### src/rtl/reduce_tree_pipe_pkg.sv
// Shared definitions for the pipelined reduction tree: op encodings, leaf padding identity
// and a constant-evaluable ceil(log2) used to size the tree.
package reduce_pkg;

    typedef enum logic [1:0] {
        OP_OR  = 2'b00,
        OP_AND = 2'b01,
        OP_XOR = 2'b10,
        OP_NOR = 2'b11
    } op_e;

    function automatic int unsigned clog2(input int unsigned n);
        int unsigned r;
        r = 0;
        for (int unsigned p = 1; p < n; p = p << 1) r++;
        return r;
    endfunction

    // Value of a padded leaf bit that leaves the reduction unchanged.
    function automatic logic identity(input op_e op);
        return (op == OP_AND);
    endfunction

endpackage

### src/rtl/reduce_tree_pipe_if.sv
// Beat-level handshake bundle of reduce_tree_pipe; signal names are from the reducer's side.
interface reduce_tree_pipe_if #(
    parameter int unsigned N_IN  = 8,
    parameter int unsigned WIDTH = 4
);
    logic                    i_valid;
    logic                    o_ready;
    logic [N_IN*WIDTH-1:0]   i_data;
    logic [1:0]              i_op;
    logic                    o_valid;
    logic                    i_ready;
    logic [WIDTH-1:0]        o_f;

    modport slave (
        input  i_valid, i_data, i_op, i_ready,
        output o_ready, o_valid, o_f
    );

    modport master (
        output i_valid, i_data, i_op, i_ready,
        input  o_ready, o_valid, o_f
    );
endinterface

### src/rtl/reduce_tree_pipe_reduce2_stage.sv
// One registered level of the reduction tree: combines adjacent lane pairs under the beat's op
// and carries op/valid alongside. Bubbles still load data so nothing goes X after reset.
module reduce2_stage
    import reduce_pkg::*;
#(
    parameter int unsigned WIDTH   = 4,
    parameter int unsigned N_PAIRS = 1
) (
    input  logic                         i_clk,
    input  logic                         i_rst_n,
    input  logic                         i_en,
    input  logic                         i_valid,
    input  op_e                          i_op,
    input  logic [2*N_PAIRS*WIDTH-1:0]   i_data,
    output logic                         o_valid,
    output op_e                          o_op,
    output logic [N_PAIRS*WIDTH-1:0]     o_data
);

    logic                       valid_q;
    op_e                        op_q;
    logic [N_PAIRS*WIDTH-1:0]   data_d, data_q;
    logic [WIDTH-1:0]           a, b;

    // NOR reduces as OR here; the top inverts once after the last level.
    always_comb begin
        data_d = '0;
        a      = '0;
        b      = '0;
        for (int unsigned j = 0; j < N_PAIRS; j++) begin
            a = i_data[2*j*WIDTH +: WIDTH];
            b = i_data[(2*j+1)*WIDTH +: WIDTH];
            unique case (i_op)
                OP_AND:  data_d[j*WIDTH +: WIDTH] = a & b;
                OP_XOR:  data_d[j*WIDTH +: WIDTH] = a ^ b;
                default: data_d[j*WIDTH +: WIDTH] = a | b;
            endcase
        end
    end

    always_ff @(posedge i_clk or negedge i_rst_n) begin
        if (!i_rst_n) begin
            valid_q <= 1'b0;
            op_q    <= OP_OR;
            data_q  <= '0;
        end else if (i_en) begin
            valid_q <= i_valid;
            op_q    <= i_op;
            data_q  <= data_d;
        end
    end

    assign o_valid = valid_q;
    assign o_op    = op_q;
    assign o_data  = data_q;

endmodule

### src/rtl/reduce_tree_pipe.sv
// Pipelined N_IN-lane bitwise OR/AND/XOR/NOR reducer, one register per tree level.
// Optional sticky result accumulator under `define REDUCE_TREE_STICKY_EN.
module reduce_tree_pipe
    import reduce_pkg::*;
#(
    parameter int unsigned N_IN  = 8,
    parameter int unsigned WIDTH = 4
) (
    input  logic                 i_clk,
    input  logic                 i_rst_n,
    reduce_tree_pipe_if.slave    bus
`ifdef REDUCE_TREE_STICKY_EN
    ,
    input  logic                 i_sticky_clr,
    output logic [WIDTH-1:0]     o_sticky
`endif
);

    localparam int unsigned LEVELS = clog2(N_IN);
    localparam int unsigned LEAVES = 1 << LEVELS;
    localparam int unsigned NODES  = 2 * LEAVES - 1;

    // Heap-ordered tree: node k has children 2k+1 and 2k+2, root at node 0, lane i at LEAVES-1+i.
    logic [NODES*WIDTH-1:0] tree_data;
    logic [LEVELS:0]        valid_chain;
    op_e                    op_chain [LEVELS+1];
    op_e                    in_op;
    logic                   stall;
    logic                   en;

    assign in_op          = op_e'(bus.i_op);
    assign stall          = bus.o_valid & ~bus.i_ready;
    assign en             = ~stall;
    assign bus.o_ready    = ~stall;
    assign valid_chain[0] = bus.i_valid;
    assign op_chain[0]    = in_op;

    for (genvar i = 0; i < LEAVES; i++) begin : g_leaf
        if (i < N_IN) begin : g_lane
            assign tree_data[(LEAVES-1+i)*WIDTH +: WIDTH] = bus.i_data[i*WIDTH +: WIDTH];
        end else begin : g_pad
            assign tree_data[(LEAVES-1+i)*WIDTH +: WIDTH] = {WIDTH{identity(in_op)}};
        end
    end

    for (genvar l = 0; l < LEVELS; l++) begin : g_lvl
        localparam int unsigned NP = LEAVES >> (l + 1);
        reduce2_stage #(
            .WIDTH   (WIDTH),
            .N_PAIRS (NP)
        ) u_stage (
            .i_clk   (i_clk),
            .i_rst_n (i_rst_n),
            .i_en    (en),
            .i_valid (valid_chain[l]),
            .i_op    (op_chain[l]),
            .i_data  (tree_data[(2*NP-1)*WIDTH +: 2*NP*WIDTH]),
            .o_valid (valid_chain[l+1]),
            .o_op    (op_chain[l+1]),
            .o_data  (tree_data[(NP-1)*WIDTH +: NP*WIDTH])
        );
    end

    assign bus.o_valid = valid_chain[LEVELS];
    assign bus.o_f     = tree_data[WIDTH-1:0] ^ {WIDTH{op_chain[LEVELS] == OP_NOR}};

`ifdef REDUCE_TREE_STICKY_EN
    logic [WIDTH-1:0] sticky_d, sticky_q;

    always_comb begin
        sticky_d = sticky_q;
        if (i_sticky_clr) begin
            sticky_d = '0;
        end else if (bus.o_valid && bus.i_ready) begin
            sticky_d = sticky_q | bus.o_f;
        end
    end

    always_ff @(posedge i_clk or negedge i_rst_n) begin
        if (!i_rst_n) begin
            sticky_q <= '0;
        end else begin
            sticky_q <= sticky_d;
        end
    end

    assign o_sticky = sticky_q;
`endif

endmodule

### src/flat_wrapper.sv
// flat-port wrapper written by rule: the top's interface ports become plain ports
module reduce_tree_pipe_flat import reduce_pkg::*;
#(
    parameter int unsigned N_IN  = 8,
    parameter int unsigned WIDTH = 4
)
  (i_clk, i_rst_n, bus_i_valid, bus_i_data, bus_i_op, bus_i_ready, bus_o_ready, bus_o_valid, bus_o_f);
  reduce_tree_pipe_if #(.N_IN(N_IN), .WIDTH(WIDTH)) bus_i ();
  input  logic i_clk;
  input  logic i_rst_n;
  input wire logic [$bits(bus_i.i_valid)-1:0] bus_i_valid;
  input wire logic [$bits(bus_i.i_data)-1:0] bus_i_data;
  input wire logic [$bits(bus_i.i_op)-1:0] bus_i_op;
  input wire logic [$bits(bus_i.i_ready)-1:0] bus_i_ready;
  output wire logic [$bits(bus_i.o_ready)-1:0] bus_o_ready;
  output wire logic [$bits(bus_i.o_valid)-1:0] bus_o_valid;
  output wire logic [$bits(bus_i.o_f)-1:0] bus_o_f;
  assign bus_i.i_valid = bus_i_valid;
  assign bus_i.i_data = bus_i_data;
  assign bus_i.i_op = bus_i_op;
  assign bus_i.i_ready = bus_i_ready;
  assign bus_o_ready = bus_i.o_ready;
  assign bus_o_valid = bus_i.o_valid;
  assign bus_o_f = bus_i.o_f;
  reduce_tree_pipe #(.N_IN(N_IN), .WIDTH(WIDTH)) u_core (.i_clk(i_clk), .i_rst_n(i_rst_n), .bus(bus_i));
endmodule
### config.mk
export PLATFORM = sky130hd
export DESIGN_NAME = reduce_tree_pipe_flat
export DESIGN_NICKNAME = d
export VERILOG_FILES = /design/src/rtl/reduce_tree_pipe_pkg.sv /design/src/rtl/reduce_tree_pipe_if.sv /design/src/rtl/reduce_tree_pipe_reduce2_stage.sv /design/src/rtl/reduce_tree_pipe.sv /design/src/flat_wrapper.sv
export SDC_FILE = /design/constraint.sdc
export NUM_CORES = 1
export LEC_CHECK = 0
export CORE_MARGIN = 5
export CORE_UTILIZATION = 60
export CTS_CLUSTER_DIAMETER = 80
export CTS_CLUSTER_SIZE = 30
export DETAILED_ROUTE_END_ITERATION = 12
export GPL_TIMING_DRIVEN = 0
export PLACE_DENSITY = 0.95
export SLEW_MARGIN = 20
export SYNTH_ARGS = -nofsm -noshare
export SYNTH_HDL_FRONTEND = slang
export SYNTH_SLANG_ARGS = --single-unit
### constraint.sdc
create_clock -name i_clk -period 2.1 [get_ports i_clk]
set_input_delay 0.21 -clock i_clk [delete_from_list [all_inputs] [get_ports i_clk]]
set_output_delay 0.21 -clock i_clk [all_outputs]
set_load 0.01 [all_outputs]
==> qor.tcl, run 1 <==
set qor(status) {complete, no violations}
set qor(timing.critical_path.cells) {nor2b_4, inv_2, clkdlybuf4s50_1}
set qor(synth_largest_area_cell) {dfrtp_1}
set qor(worst-r2r-setup-slack_ns) 0.54
set qor(synthDistinctLibCells) 20
set qor(rows) 26
set qor(maximum_number_of_pins_on_one_net_before_global_route_repair) 23
set qor(synth_top_family_by_area) {adder cells}
set qor(worst-setup-path-type) {flip-flop to output pin}
set qor(timing.setup.tns_ns) 0
set qor(drt_iter0_markers) 116
set qor(route.vias.total) 2378
set qor(boundaryPins) 44
set qor(average_wire_length_per_cell_after_detail_routing_microns) 14.7
set qor(layout_skew_ns) 0.00665
set qor(min_period_ns) 1.77
set qor(syn_area_per_cell_sq_um) 9.89
set qor(grt_use_total_pct) 21.7
set qor(finalWirelength_microns) 6320
set qor(place.detailed.hpwl_microns) 5150
set qor(first_global_vias) 2485
set qor(report.final.hold_viol_count) 0
set qor(synth_sequential_area_ratio_pct) 30.4
set qor(critPathSlowestCell) {clkdlybuf4s50_1}
set qor(core-area_sq_mm) 0.00501
set qor(fillers) 351
set qor(die-height_microns) 81.3
set qor(max_slew.worst_pin.slew_ns) 0.424
set qor(tritoncts) {built}
set qor(hold_removal_path_class) {primary input to async pin}
set qor(utilization_pct) 73.4
set qor(total_of_flip_flops_plus_latches_after_synthesis) 37
set qor(drive_above_1_share_pct) 6.93
set qor(slew_viol_final) 0
set qor(cts_num_sinks) 37
set qor(grt_pass1_wl_microns) 11000
set qor(fin_crit_sh_pct) 84.5
set qor(drv.max_cap_violation_count) 0
set qor(final_net_count) 460
set qor(place.port_buffers) 43
set qor(initial_utilization_pct) 60.8
set qor(cpPeakStageDelay_ns) 0.57
set qor(clk_pin_slew_ns) 0.07
set qor(setup_violations) 0
set qor(vdd.ir_drop.worst_v) 0.000446
set qor(cts_setup_buffers) 0
set qor(detail_route.vias_per_cell) 5.52
set qor(layout.cells.most_common_list) {inv_1, ha_1, clkdlybuf4s50_1, dfrtp_1}
set qor(arr_time_crit_path_ns) 1.56
set qor(clockBufferDepth) 2
set qor(synthCells) 308
set qor(route.detailed.drc) 0
set qor(cts.htree.levels) 2
set qor(timing.slew.headroom_pct) 71.7
set qor(worst-path-buf-inv) 2
set qor(worstSkewPairLatency_ns) 0.29
set qor(crit_fanout) 8
set qor(pwr_density_cell_mw_per_mm2) 845
set qor(antenna_cells) 0
set qor(post_synthesis_instance_area_sq_mm) 0.00305
set qor(synth_simple_gate_area_share_pct) 13.4
set qor(critPathRequiredTime_ns) 1.89
set qor(globalplace.congestion) 0.807
set qor(total_clock_buffers_created_by_cts) 5
set qor(globalRoute.totalOverflow) 0
set qor(die-area_sq_mm) 0.00660
set qor(drtPass1Iterations) 4
set qor(cellLeakagePower_nw) 1.84
set qor(timing.critical_path.max_delay_family) {buffers and inverters}
set qor(synth-adder-area-share_pct) 25.5
set qor(area_delta_synth_final_pct) 20.7
set qor(rsz_0062_raised_after_global_routing) {false}
set qor(synth-warning-count) 0
set qor(post_synthesis_compound_gate_area_fraction_pct) 15.2
set qor(synth_area_leaders) {dfrtp_1, ha_1, a221oi_1}
set qor(fmax_mhz) 564
set qor(clock_root_buffer) {clkbuf_8}
set qor(share_of_cell_area_taken_by_muxes_after_synthesis_pct) 2.79
set qor(syn-num-nets) 408
set qor(yosysTopAreaCellShare_pct) 30.4
set qor(timing.critical_path.from_type) {flip-flop}
set qor(die_w_microns) 81.3
set qor(hold_ws_ns) 0.391
set qor(antenna_found_initial) 0
set qor(cp-end-kind) {output pin}
set qor(route.antenna.remaining_nets) 0
set qor(synthXorXnorAreaFrac_pct) 1.15
==> path summary, 6_finish.rpt <==
kind | start | end | cells past startpoint
min in group i_clk | u_core.g_lvl[1].u_stage.o_valid | u_core.g_lvl[2].u_stage.o_valid | 1
hold reg to reg | u_core.g_lvl[1].u_stage.o_valid | u_core.g_lvl[2].u_stage.o_valid | 1
max in group asynchronous | i_rst_n | u_core.g_lvl[1].u_stage.o_data[6] | 3
setup / recovery | u_core.g_lvl[2].u_stage.o_valid | bus_o_ready | 3
hold / removal | i_rst_n | u_core.g_lvl[0].u_stage.o_data[15] | 2
setup reg to reg | u_core.g_lvl[0].u_stage.o_op[0] | u_core.g_lvl[1].u_stage.o_data[5] | 5
==> stage by stage <==
step | setup WS [ns] | power [mW] | instance area [sq um] | cells
3_3_place_gp | 0.0823 | 2.52 | 3560 | 421
4_1_cts | 0.312 | 3.13 | 3680 | 431
5_1_grt | 0.249 | 3.39 | 3680 | 431
3_5_place_dp | 0.216 | 2.64 | 3590 | 422
2_1_floorplan | 0.792 | 2.10 | 3050 | 308
6_report | 0.326 | 3.11 | 3680 | 431
==> layer usage <==
metal  share of wire [%]  routed length (microns)  global-route usage, %
met5                   0                        0                      0
met4                 3.1                      196                   10.5
met3                 4.7                      300                   4.10
met2                  52                     3290                   40.1
met1                  40                     2530                   23.4
==> cell families after synthesis <==
group | Yosys count
compound gates | 56
flops | 37
simple gates | 59
fa+ha+maj | 62
mux | 8
buf+inv | 82
xor+xnor | 4
==> registers in the layout (all words and copies together) (netlist names) <==
register and flops:
u_core.g_lvl.u_stage.o_data 28, u_core.g_lvl.u_stage.o_op 6, u_core.g_lvl.u_stage.o_valid 3
==> power breakdown <==
group	leakage, nW	internal, mW	switching (mW)	total, mW
Sequential	0.440	0.967	0.199	1.17
Clock	0.0395	0.236	0.240	0.476
Combinational	1.36	0.745	0.722	1.47
==> repair_timing <==
item	4_1_cts	5_1_grt
hold endpoints to repair	15	0
resized for setup	0	0
hold buffers	1	0
setup endpoints to repair	0	0
==> cell usage after synthesis <==
library cell and count:
nand2_1 1, a221oi_2 1, o31ai_1 28, mux2i_1 4
buf_2 9, ha_1 62, clkbuf_1 4, nand2b_1 1
clkbuf_2 1, nand3b_1 28, xnor2_1 4, inv_2 1
and2_1 28, mux2_1 4, a221oi_1 27, buf_6 4
dfrtp_1 37, inv_1 62, nor2b_4 1, buf_4 1
==> layout make-up <==
type	instances	area (sq um)	area share, %
well taps	70	87.6	2.38
repair buffers	45	463	12.6
inverters	63	236	6.43
flip-flops and latches	37	926	25.2
plain buffers	19	118	3.20
multi-input cells	189	1770	48.0
clock buffers	8	80.1	2.18
==> worst reg2reg max path, delay by kind of cell, from the launching register on <==
| family | cells | cell delay, ns |
|---|---|---|
| AOI/OAI and AO/OA | 2 | 0.42 |
| buffers and inverters | 2 | 0.29 |
| adders and majority gates | 1 | 0.38 |
| DFF | 1 | 0.35 |
Note: power is estimated with default switching activity, not from simulation.
==> inputs of run 2 (changes only) <==
Settings changed: CORE_UTILIZATION 60 to 50, PLACE_DENSITY 0.95 to 0.86.
Clock period 2.1 ns to 1.5 ns, I/O delays scaled along.
==> run 2 against run 1 <==
  * Clock skew grew 0.0075 ns
  * Count of clock-buffer cells in the layout shrank 2
  * Worst setup slack lost 0.29 ns
  * First-iteration DRC count grew 1.7%
  * Clock power grew 91%
  * Largest power group unchanged
  * Wire length grew 1.6%
==> qor.tcl, run 2 (synthesis gave the netlist of run 1 again) <==
set qor(status) {complete, no violations} ;# unchanged
set qor(cp-end-kind) {flip-flop} ;# was output pin
set qor(drt_iter0_markers) 118 ;# was 116
set qor(commonest_non_fill_non_tap_cell_in_the_layout) {inv_1}
set qor(cts.htree.levels) 2 ;# unchanged
set qor(globalplace.congestion) 0.807 ;# about the same
set qor(clock_root_buffer) {clkbuf_8} ;# unchanged
set qor(utilization_pct) 64.6 ;# was 73.4%
set qor(final_cell_count_no_fill) 434 ;# was 431
set qor(critical-path-top-cell-by-count) {buf_6}
set qor(final_net_count) 458 ;# was 460
set qor(min_period_ns) 1.47
set qor(rows) 28 ;# was 26
set qor(slew_viol_final) 0 ;# unchanged
set qor(drv.max_cap_violation_count) 0 ;# unchanged
set qor(finalWirelength_microns) 6420 ;# was 6320 microns
set qor(route.antenna.remaining_nets) 0 ;# unchanged
set qor(maximum_number_of_pins_on_one_net_before_global_route_repair) 22 ;# was 23
set qor(critPathRequiredTime_ns) 1.67 ;# was 1.89 ns
set qor(p_sw_mw) 1.73 ;# was 1.16 mW
set qor(die_w_microns) 88.1 ;# was 81.3 microns
set qor(report.final.hold_viol_count) 0 ;# unchanged
set qor(worst-setup-path-type) {primary input to flip-flop} ;# was flip-flop to output pin
set qor(crit_fanout) 10 ;# was 8
set qor(average_wire_length_per_cell_after_detail_routing_microns) 14.8 ;# was 14.7 microns
set qor(boundaryPins) 44 ;# unchanged
set qor(worstSkewPairLatency_ns) 0.30 ;# was 0.29 ns
set qor(clockBufferDepth) 2 ;# unchanged
set qor(initial_utilization_pct) 51.5 ;# was 60.8%
set qor(globalRoute.totalOverflow) 0 ;# unchanged
set qor(clock_power_share_pct) 19.6 ;# was 15.3%
set qor(place.port_buffers) 43 ;# unchanged
set qor(cell_internal_pwr_mw) 2.93 ;# was 1.95 mW
set qor(route.detailed.drc) 0 ;# unchanged
set qor(layout_skew_ns) 0.0142 ;# was 0.00665 ns
set qor(power.combinational.fraction_pct) 45.2 ;# was 47.2%
set qor(pwr_density_cell_mw_per_mm2) 1220 ;# was 845 mW/mm^2
set qor(worst-path-buf-inv) 4 ;# was 2
set qor(place.detailed.hpwl_microns) 5020 ;# was 5150 microns
set qor(timing.slew.headroom_pct) 70.3 ;# was 71.7%
set qor(critPathSlowestCell) {clkdlybuf4s50_1} ;# unchanged
set qor(vdd.ir_drop.worst_v) 0.000580 ;# was 0.000446 V
set qor(total_clock_buffers_created_by_cts) 5 ;# unchanged
set qor(cpPeakStageDelay_ns) 0.52 ;# was 0.57 ns
set qor(timing.critical_path.max_delay_family) {buffers and inverters} ;# unchanged
set qor(timing.critical_path.from_type) {primary input} ;# was flip-flop
set qor(flop_pwr_share_pct) 35.2 ;# was 37.5%
set qor(die-area_sq_mm) 0.00775 ;# was 0.00660 sq mm
set qor(grt_use_total_pct) 18.0 ;# was 21.7%
set qor(fin_crit_sh_pct) 97.8
set qor(max_reg_flops) 28 ;# unchanged
set qor(layout.cells.most_common_list) {inv_1, ha_1, clkdlybuf4s50_1, dfrtp_1} ;# unchanged
set qor(hold_removal_path_class) {primary input to async pin} ;# unchanged
set qor(grt_pass1_wl_microns) 10900 ;# was 11000 microns
set qor(fmax_mhz) 682
set qor(placed_cells) 427 ;# was 422
set qor(setup_violations) 0 ;# unchanged
set qor(cts_setup_buffers) 0 ;# unchanged
set qor(timing.critical_path.cells) {clkdlybuf4s50_1, inv_1, ha_1, buf_6, buf_6, a221oi_1, o31ai_1} ;# was nor2b_4, inv_2, clkdlybuf4s50_1
set qor(max_slew.worst_pin.slew_ns) 0.445 ;# was 0.424 ns
set qor(antenna_found_initial) 0 ;# unchanged
set qor(drtPass1Iterations) 5 ;# was 4
set qor(detail_route.vias_per_cell) 5.41 ;# was 5.52
set qor(cts_num_sinks) 37 ;# unchanged
set qor(tritoncts) {built} ;# unchanged
set qor(drive_above_1_share_pct) 12.8 ;# was 6.93%
set qor(core-area_sq_mm) 0.00592 ;# was 0.00501 sq mm
set qor(first_global_vias) 2361 ;# was 2485
set qor(clk_pin_slew_ns) 0.08 ;# was 0.07 ns
set qor(total_power_mw) 4.66 ;# was 3.11 mW
set qor(area_delta_synth_final_pct) 25.5 ;# was 20.7%
set qor(die-height_microns) 88.1 ;# was 81.3 microns
set qor(cellLeakagePower_nw) 1.90 ;# was 1.84 nW
set qor(arr_time_crit_path_ns) 1.64 ;# was 1.56 ns
set qor(route.vias.total) 2350 ;# was 2378
set qor(antenna_cells) 0 ;# unchanged
set qor(power.share.switching_pct) 37.0 ;# was 37.4%
set qor(rsz_0062_raised_after_global_routing) {true} ;# was false
run 2: repair_timing:
action / CTS / global route
hold buffers: 1 / 0
gates cloned: 0 / 0
hold endpoints to repair: 16 / 0
setup endpoints to repair: 22 / 23
gates resized for setup: 12 / 16
run 2: layout make-up:
type                       count  area (sq um)
fill                         452          2100
multi-input combinational    189          1870
sequential                    37           926
timing repair buffer          45           457
inverter                      63           239
buffer                        17           116
tap                           75          93.8
clock buffer                   6          82.6
clock inverter                 2          37.5
run 2: final timing paths:
check | depth (start not counted) | slack (ns) | end | from
worst max-delay path | 7 | 0.03 | u_core.g_lvl[0].u_stage.o_data[1] | bus_i_op[1]
worst min-delay path | 2 | 0.31 | u_core.g_lvl[2].u_stage.o_valid | i_rst_n
worst max register to register | 5 | 0.07 | u_core.g_lvl[1].u_stage.o_data[0] | u_core.g_lvl[0].u_stage.o_op[0]
min in group i_clk | 2 | 0.47 | u_core.g_lvl[0].u_stage.o_valid | bus_i_valid
worst min register to register | 1 | 0.49 | u_core.g_lvl[2].u_stage.o_valid | u_core.g_lvl[1].u_stage.o_valid
max in group asynchronous | 3 | 0.72 | u_core.g_lvl[0].u_stage.o_data[10] | i_rst_n
run 2: power by group through the flow:
stage / logic [mW] / clock network [mW] / registers [mW]
after CTS: 2.07 / 0.918 / 1.64
after detailed placement: 2.07 / 0 / 1.65
after floorplan: 1.36 / 0 / 1.57
final: 2.11 / 0.911 / 1.64
after global placement: 1.92 / 0 / 1.62
after global routing: 2.37 / 0.965 / 1.69
run 2: metrics by stage:
stage | TNS [ns] | worst slack (ns) | cell area (sq um) | hold WS [ns]
2_1_floorplan | 0 | 0.192 | 3050 | -0.146
3_3_place_gp | -22.54 | -0.501 | 3570 | 0.434
3_5_place_dp | -5.21 | -0.360 | 3590 | 0.109
4_1_cts | 0 | 0.00434 | 3750 | 0.314
5_1_grt | -0.0539 | -0.0259 | 3820 | 0.345
6_report | 0 | 0.0336 | 3820 | 0.314
run 2: metal layers:
layer	part of all wire (%)	global-route usage [%]	vias to the layer above
li1	-	-	1161
met1	41	21.2	1124
met2	53	32.4	51
met3	4.1	2.73	14
met4	2.6	7.83	0
met5	0	0	-
